==> config.mk <==
export PLATFORM = sky130hd
export DESIGN_NAME = sweep_ctrl_flat
export DESIGN_NICKNAME = d
export VERILOG_FILES = /design/src/rtl/sweep_ctrl_if.sv /design/src/rtl/sweep_ctrl.sv /design/src/flat_wrapper.sv
export SDC_FILE = /design/constraint.sdc
export NUM_CORES = 1
export LEC_CHECK = 0
export ABC_CLOCK_PERIOD_IN_PS = 2840
export CAP_MARGIN = 20
export CORE_UTILIZATION = 45
export DETAILED_ROUTE_END_ITERATION = 16
export PLACE_DENSITY_LB_ADDON = 0.05
export SLEW_MARGIN = 10
export SYNTH_ARGS = -nofsm -noshare
export SYNTH_HDL_FRONTEND = slang
export SYNTH_SLANG_ARGS = --single-unit
==> constraint.sdc <==
create_clock -name clk -period 2.84 [get_ports clk]
set_clock_uncertainty 0.15 [all_clocks]
set_input_delay 0.284 -clock clk [delete_from_list [all_inputs] [get_ports clk]]
set_output_delay 0.284 -clock clk [all_outputs]
set_load 0.03 [all_outputs]
==> src/rtl/sweep_ctrl_if.sv <==
// Bundles the sweep controller's request, bound, feedback and status signals.
// The master side is whoever owns start/stop/bounds and the counter's count;
// the slave side is sweep_ctrl itself.
interface sweep_ctrl_if #(
    parameter int WIDTH   = 4,
    parameter int DWELL_W = 4,
    parameter int SWEEP_W = 4
);
    logic               start;
    logic               stop;
    logic [WIDTH-1:0]   lo;
    logic [WIDTH-1:0]   hi;
    logic [DWELL_W-1:0] dwell;
    logic [SWEEP_W-1:0] n_sweeps;
    logic [WIDTH-1:0]   count;
    logic               en;
    logic               dir;
    logic               busy;
    logic               done;
    logic               err;
    logic [SWEEP_W-1:0] sweep_cnt;

    modport master (
        output start, stop, lo, hi, dwell, n_sweeps, count,
        input  en, dir, busy, done, err, sweep_cnt
    );

    modport slave (
        input  start, stop, lo, hi, dwell, n_sweeps, count,
        output en, dir, busy, done, err, sweep_cnt
    );
endinterface

==> src/rtl/sweep_ctrl.sv <==
// Triangle-sweep sequencer for an external up/down counter.
//
//   state      | meaning
//   -----------+-----------------------------------------------------------
//   IDLE       | waiting for start; rejects start when lo >= hi
//   SEEK       | walking the counter to lo (direction held in seek_dn_q)
//   UP         | climbing lo -> hi
//   DWELL_HI   | holding at hi for dwell+1 cycles
//   DOWN       | descending hi -> lo; completes one sweep
//   DWELL_LO   | holding at lo for dwell+1 cycles; decides repeat or finish
//   DONE       | one-cycle completion pulse
//
// The counter moves on the same edge that samples en=1, so every exit
// compare looks one step ahead (lo-1, hi-1, lo+1) to land exactly on a bound.
module sweep_ctrl #(
    parameter int WIDTH   = 4,
    parameter int DWELL_W = 4,
    parameter int SWEEP_W = 4
) (
    input logic         clk,
    input logic         rst,
    sweep_ctrl_if.slave sif
);

    typedef enum logic [2:0] {
        S_IDLE, S_SEEK, S_UP, S_DWELL_HI, S_DOWN, S_DWELL_LO, S_DONE
    } state_t;

    state_t             state_q, state_d;
    logic               seek_dn_q, seek_dn_d;
    logic [WIDTH-1:0]   lo_q, lo_d;
    logic [WIDTH-1:0]   hi_q, hi_d;
    logic [DWELL_W-1:0] dwell_q, dwell_d;
    logic [SWEEP_W-1:0] nsw_q, nsw_d;
    logic [DWELL_W-1:0] timer_q, timer_d;
    logic [SWEEP_W-1:0] sweep_q, sweep_d;
    logic               err_q, err_d;

    // State, latched configuration, dwell timer and sweep counter registers.
    always_ff @(posedge clk or negedge rst) begin
        if (!rst) begin
            state_q   <= S_IDLE;
            seek_dn_q <= 1'b0;
            lo_q      <= '0;
            hi_q      <= '0;
            dwell_q   <= '0;
            nsw_q     <= '0;
            timer_q   <= '0;
            sweep_q   <= '0;
            err_q     <= 1'b0;
        end else begin
            state_q   <= state_d;
            seek_dn_q <= seek_dn_d;
            lo_q      <= lo_d;
            hi_q      <= hi_d;
            dwell_q   <= dwell_d;
            nsw_q     <= nsw_d;
            timer_q   <= timer_d;
            sweep_q   <= sweep_d;
            err_q     <= err_d;
        end
    end

    // Next-state logic; stop pre-empts every non-idle state.
    always_comb begin
        state_d   = state_q;
        seek_dn_d = seek_dn_q;
        lo_d      = lo_q;
        hi_d      = hi_q;
        dwell_d   = dwell_q;
        nsw_d     = nsw_q;
        timer_d   = timer_q;
        sweep_d   = sweep_q;
        err_d     = 1'b0;

        if (state_q == S_IDLE) begin
            if (sif.start && !sif.stop) begin
                if (sif.lo >= sif.hi) begin
                    err_d = 1'b1;
                end else begin
                    lo_d    = sif.lo;
                    hi_d    = sif.hi;
                    dwell_d = sif.dwell;
                    nsw_d   = sif.n_sweeps;
                    sweep_d = '0;
                    if (sif.count == sif.lo) begin
                        state_d = S_UP;
                    end else begin
                        state_d   = S_SEEK;
                        seek_dn_d = (sif.count > sif.lo);
                    end
                end
            end
        end else if (sif.stop) begin
            state_d = S_IDLE;
        end else begin
            case (state_q)
                S_SEEK: begin
                    // Arriving at lo from above counts as the end of a descent.
                    if (!seek_dn_q && sif.count == lo_q - WIDTH'(1)) begin
                        state_d = S_UP;
                    end else if (seek_dn_q && sif.count == lo_q + WIDTH'(1)) begin
                        state_d = S_DWELL_LO;
                        timer_d = dwell_q;
                    end
                end
                S_UP: begin
                    if (sif.count == hi_q - WIDTH'(1)) begin
                        state_d = S_DWELL_HI;
                        timer_d = dwell_q;
                    end
                end
                S_DWELL_HI: begin
                    if (timer_q == '0) state_d = S_DOWN;
                    else               timer_d = timer_q - DWELL_W'(1);
                end
                S_DOWN: begin
                    if (sif.count == lo_q + WIDTH'(1)) begin
                        state_d = S_DWELL_LO;
                        timer_d = dwell_q;
                        sweep_d = sweep_q + SWEEP_W'(1);
                    end
                end
                S_DWELL_LO: begin
                    if (timer_q != '0)                         timer_d = timer_q - DWELL_W'(1);
                    else if (nsw_q != '0 && sweep_q == nsw_q)  state_d = S_DONE;
                    else                                       state_d = S_UP;
                end
                S_DONE:  state_d = S_IDLE;
                default: state_d = S_IDLE;
            endcase
        end
    end

    assign sif.en        = (state_q == S_SEEK) || (state_q == S_UP) || (state_q == S_DOWN);
    assign sif.dir       = (state_q == S_DOWN) || ((state_q == S_SEEK) && seek_dn_q);
    assign sif.busy      = (state_q != S_IDLE);
    assign sif.done      = (state_q == S_DONE);
    assign sif.err       = err_q;
    assign sif.sweep_cnt = sweep_q;

endmodule
==> src/flat_wrapper.sv <==
// flat-port wrapper written by rule: the top's interface ports become plain ports
module sweep_ctrl_flat 
#(
    parameter int WIDTH   = 4,
    parameter int DWELL_W = 4,
    parameter int SWEEP_W = 4
)
  (clk, rst, sif_start, sif_stop, sif_lo, sif_hi, sif_dwell, sif_n_sweeps, sif_count, sif_en, sif_dir, sif_busy, sif_done, sif_err, sif_sweep_cnt);
  sweep_ctrl_if #(.WIDTH(WIDTH), .DWELL_W(DWELL_W), .SWEEP_W(SWEEP_W)) sif_i ();
  input logic clk;
  input logic rst;
  input wire logic [$bits(sif_i.start)-1:0] sif_start;
  input wire logic [$bits(sif_i.stop)-1:0] sif_stop;
  input wire logic [$bits(sif_i.lo)-1:0] sif_lo;
  input wire logic [$bits(sif_i.hi)-1:0] sif_hi;
  input wire logic [$bits(sif_i.dwell)-1:0] sif_dwell;
  input wire logic [$bits(sif_i.n_sweeps)-1:0] sif_n_sweeps;
  input wire logic [$bits(sif_i.count)-1:0] sif_count;
  output wire logic [$bits(sif_i.en)-1:0] sif_en;
  output wire logic [$bits(sif_i.dir)-1:0] sif_dir;
  output wire logic [$bits(sif_i.busy)-1:0] sif_busy;
  output wire logic [$bits(sif_i.done)-1:0] sif_done;
  output wire logic [$bits(sif_i.err)-1:0] sif_err;
  output wire logic [$bits(sif_i.sweep_cnt)-1:0] sif_sweep_cnt;
  assign sif_i.start = sif_start;
  assign sif_i.stop = sif_stop;
  assign sif_i.lo = sif_lo;
  assign sif_i.hi = sif_hi;
  assign sif_i.dwell = sif_dwell;
  assign sif_i.n_sweeps = sif_n_sweeps;
  assign sif_i.count = sif_count;
  assign sif_en = sif_i.en;
  assign sif_dir = sif_i.dir;
  assign sif_busy = sif_i.busy;
  assign sif_done = sif_i.done;
  assign sif_err = sif_i.err;
  assign sif_sweep_cnt = sif_i.sweep_cnt;
  sweep_ctrl #(.WIDTH(WIDTH), .DWELL_W(DWELL_W), .SWEEP_W(SWEEP_W)) u_core (.clk(clk), .rst(rst), .sif(sif_i));
endmodule
Word-level counts from Yosys, hierarchy flattened
Index checks and enable logic that the tools add are counted.

word-level totals
  register bits after elaboration = 29
  bits of input ports = 24
  output and inout bits = 9
  logic and storage cells = 97

operators by class
  add/sub/neg operators = 5
  order comparisons = 2
  eq/ne operators = 25
  mux-type cells = 29
  bitwise gates (word level) = 4
  reductions and logical operators = 23

operators with widths
  cell                                                                   count
  4-bit two-way mux                                                      12
  3-bit two-way mux                                                      11
  4-bit equality test                                                    5
  4-bit case mux with 5 select lines                                     1
  3-bit case mux with 5 select lines                                     1
  4-bit by 2-bit != test with 1-bit output, second input constant        3
  4-bit by 1-bit subtractor with 4-bit output, second input constant     3
  2-bit by 1-bit != test with 1-bit output, second input constant        5
  3-bit equality test, second input constant                             3
  9-bit AND reduction                                                    1
  4-bit by 1-bit adder with 4-bit output, second input constant          2
  2-bit != test, second input constant                                   4
  4-bit nonzero test                                                     2
  7-bit AND reduction                                                    1
  3-bit by 2-bit equality test with 1-bit output, second input constant  2
  1-bit logical AND                                                      5
  5-bit by 2-bit != test with 1-bit output, second input constant        1
  5-bit AND reduction                                                    1
  5-bit nonzero test                                                     1
  4-bit >= comparator                                                    1
  4-bit greater-than comparator                                          1
  4-bit zero test                                                        1
  4-bit by 3-bit != test with 1-bit output, second input constant        1
  1-bit NOT                                                              4
  10 further kinds                                                       16

Depth between registers and ports, before layout
  depth in word-level cells = 8
  depth in mapped cells = 10
  gate-level depth less buffers = 8

Worst setup path before layout
Ideal clock, no wire load.

  kind = reg2reg
  start = register u_core.lo_q[0]
  end = register u_core.state_q[0]
  arrival time = 1.934 ns
  required time = 2.562 ns
  setup slack = 0.629 ns
  stages on the path, launching flop included = 9
  buffers on the path = 0
  clock period less this slack = 2.211 ns
  cells stage by stage = dfrtp_1 -> inv_1 -> ha_1 -> xnor2_1 -> nor3b_2 -> nand2_1 -> o2111ai_1 -> nand4_1 -> mux2_1

between the ends
  word-level cells in the longest chain between the ends = 7
  elaborated cells on any way between the ends = 13

RTL lines
  item                                         line               source
  from (decl)                                  sweep_ctrl.sv:31   logic [WIDTH-1:0] lo_q, lo_d;
  from (signal assigned)                       sweep_ctrl.sv:54   lo_q <= lo_d;
  4-bit by 1-bit subtractor with 4-bit output  sweep_ctrl.sv:100  if (!seek_dn_q && sif.count == lo_q - WIDTH'(1)) begin
  4-bit equality test                          sweep_ctrl.sv:100
  1-bit logical AND                            sweep_ctrl.sv:100
  3-bit two-way mux                            sweep_ctrl.sv:100
  3-bit case mux with 5 select lines           sweep_ctrl.sv:97   case (state_q)
  3-bit two-way mux                            sweep_ctrl.sv:94   end else if (sif.stop) begin
  3-bit two-way mux                            sweep_ctrl.sv:76   if (state_q == S_IDLE) begin
  to (signal assigned)                         sweep_ctrl.sv:52   state_q <= state_d;
  to (decl)                                    sweep_ctrl.sv:29   state_t state_q, state_d;

Parallel ways exist; a longest one is shown, timed or not.
A chain may end at the register's enable or synchronous reset.

Worst setup path in the final report
Ends and elaborated chain as after synthesis.

==> metrics.txt <==
Mapped Nets=268; total global routing overflow=0; yosys warns=0; first-pass GRT wire length=6.82 mm; crit path DAT=2.51 ns; Peak VDD IR=0.491 mV; Pwr Density=984 nW/um^2; Layout Cells excl Fill=approximately 320; post-CTS setup buffers=0; share of post-route cells with drive strength above 1=6.39%; WS Path Type=reg2reg; fmax=401 MHz; HP Class=in2async; wirelength, routed=4.22 mm; commonest non-fill, non-tap cells in the layout=nand2_1 (48), clkdlybuf4s50_1 (32), dfrtp_1 (29); row cnt=23; FF+latch count, synth=29; Die Span X=a little under 70 um; commonest non-fill, non-tap cell in the layout=nand2_1; Filler cells=383; die height=between 60 and 70 um; vias per cell=5.21; WP data required=2.86 ns; GPL Wtd Cong=roughly 0.8; Clk Latency, worst-skew pair=between 0.2 and 0.3 ns; register area=a little over 700 um^2; setup TNS=0 ns; First DRT Iteration DRCs=90; routed len/inst=13.4 um; area delta synth->final=23.9%; RSZ-0062 raised after global routing=false; Multi-input gate area=1130 um^2; final-report setup violation count=0; largest net degree at the start of global routing=30; period utilization=87.9%; DP HPWL=3.20 mm; Largest stage delay, worst path=0.45 ns; slowest stage cell, crit path=dfrtp_1; Yosys cell types=43; CP Capture Type=register; Max Slew Vio Count=0; placed insts=309; I/O pin count=33; CTS max path bufs=2; port bufs=32; max_cap viols=0; Leakage=1.13 nW; synthesized cell area=1970 um^2; CP Cell Sequence=inv_1 -> ha_1 -> xnor2_1 -> nor3b_2 -> nand2_1 -> o2111ai_1 -> nand4_1 -> mux2_1; Die Footprint=4640 um^2; vias in the first global route=approximately 1.4k; Total Nets Final=303; top_reg_cell synth=dfrtp_1; Min Clock Period, post-route=2.50 ns; CTS Buf Count=5; DRC=0; number of gates resized after cts=0; Relative slew margins=51.0%; worst-path fanout max=6; Root Buffer=clkbuf_8; Post-synth EDFFs=0; Initial Util=48.1%; async set-reset flop share out of synthesis=100%; All-Layer GR Usage=20.6%; Mapped Cells=231; Critical Path Start Type=register; 1st-pass router iterations=4; Worst-path clk slew=around 0.06 ns; final hold vios=0; sequential element share of the synthesized area=36.9%; H-tree depth=2; reg-to-reg slack, setup=0.34 ns; CTS tree=done; outcome=finished, final reports clean; initial antenna violation count=0; actual slew at the worst max-slew pin=0.735 ns; ANT nets after route=0; Sink Count=29; CORE AREA=4090 um^2; Post-Syn Area per Cell=8.51 um^2; Placed Area=about 2300 um^2; total power=2.40 mW; DR vias=1,645; final instance area=2440 um^2; Post-CTS Hold Fix Bufs=0; diode count=0
[power breakdown]
part	switching (mW)	total (mW)	internal, mW
clock network	0.160	0.415	0.254
logic	0.645	1.20	0.558
registers	0.190	0.780	0.590
total	0.996	2.40	1.40
[cells in the mapped netlist (2+ instances only)]
| cell type | count | area (um^2) |
|---|---|---|
| nand3_1 | 8 | 40.0 |
| nand2b_1 | 7 | 43.8 |
| nor3_1 | 6 | 30.0 |
| nor2b_1 | 4 | 25.0 |
| a21oi_1 | 10 | 50.1 |
| nor2_1 | 9 | 33.8 |
| xnor2_1 | 10 | 87.6 |
| ha_1 | 13 | 163 |
| clkbuf_1 | 5 | 18.8 |
| inv_1 | 16 | 60.1 |
| a31oi_1 | 7 | 43.8 |
| nand4_1 | 3 | 18.8 |
| dfrtp_1 | 29 | 726 |
| nand2_1 | 48 | 180 |
| and2_1 | 2 | 12.5 |
| xor2_1 | 10 | 87.6 |
| o21ai_0 | 18 | 90.1 |
[flip-flops by register name, summed over array words and instances, names as in the netlist]
| signal | flops |
|---|---|
| u_core.hi_q | 4 |
| u_core.state_q | 3 |
| u_core.lo_q | 4 |
| u_core.timer_q | 4 |
| u_core.nsw_q | 4 |
| u_core.sif.err | 1 |
| u_core.sif.sweep_cnt | 4 |
| u_core.dwell_q | 4 |
| u_core.seek_dn_q | 1 |
[critical path, delay by kind of cell (launching register included)]
family          cells  cell delay, ns
buf+inv             1            0.08
flops               1            0.45
mux                 1            0.34
simple gates        3            0.58
compound gates      1            0.28
fa+ha+maj           1            0.31
xor+xnor            1            0.19
[layout make-up]
type,instances,area share [%]
multi-input cells,177,46.3
inverters,16,2.46
repair buffers,37,14.7
clock inverters,2,1.44
well taps,50,2.57
clock buffers,5,2.82
flip-flops and latches,29,29.8
[metrics by stage]
stage / hold slack [ns] / worst slack [ns] / utilization, %
2_1_floorplan: -0.162 / 0.629 / -
3_3_place_gp: 0.310 / 0.167 / 57.1
3_5_place_dp: 0.318 / 0.0629 / 57.1
4_1_cts: 0.251 / 0.336 / 59.6
5_1_grt: 0.296 / 0.165 / 59.6
6_report: 0.230 / 0.344 / 59.6
[routing by layer]
metal  vias up  wire length (um)  part of all wire [%]  global-route usage [%]
met3         8               179                   4.2                    4.83
met4         0                75                   1.8                    9.11
met2        36              1730                    41                    27.7
met1       747              2240                    53                    30.9
li1        854                 -                     -                       -
met5         -                 0                     0                       0
[worst paths after layout]
path	start	to	depth (start not counted)
worst min-delay path	rst	u_core.lo_q[1]$_DFFE_PN0P_	2
max in group asynchronous	rst	u_core.hi_q[0]$_DFFE_PN0P_	2
min in group clk	u_core.dwell_q[1]$_DFFE_PN0P_	u_core.dwell_q[1]$_DFFE_PN0P_	2
worst max-delay path	u_core.lo_q[0]$_DFFE_PN0P_	u_core.state_q[0]$_DFFE_PN0P_	8
worst min register to register	u_core.dwell_q[1]$_DFFE_PN0P_	u_core.dwell_q[1]$_DFFE_PN0P_	2
worst max register to register	u_core.lo_q[0]$_DFFE_PN0P_	u_core.state_q[0]$_DFFE_PN0P_	8
[cells by family (layout without fill, tap and decap cells)]
logic type | Yosys count | count (layout) | synth area share [%]
flops | 29 | 29 | 36.9
xor+xnor | 21 | 21 | 10.1
simple gates | 94 | 94 | 22.7
fa+ha+maj | 13 | 13 | 8.27
buf+inv | 25 | 60 | 5.79
mux | 2 | 2 | 1.08
compound gates | 47 | 47 | 15.1
Note: power is estimated with default switching activity, not from simulation.
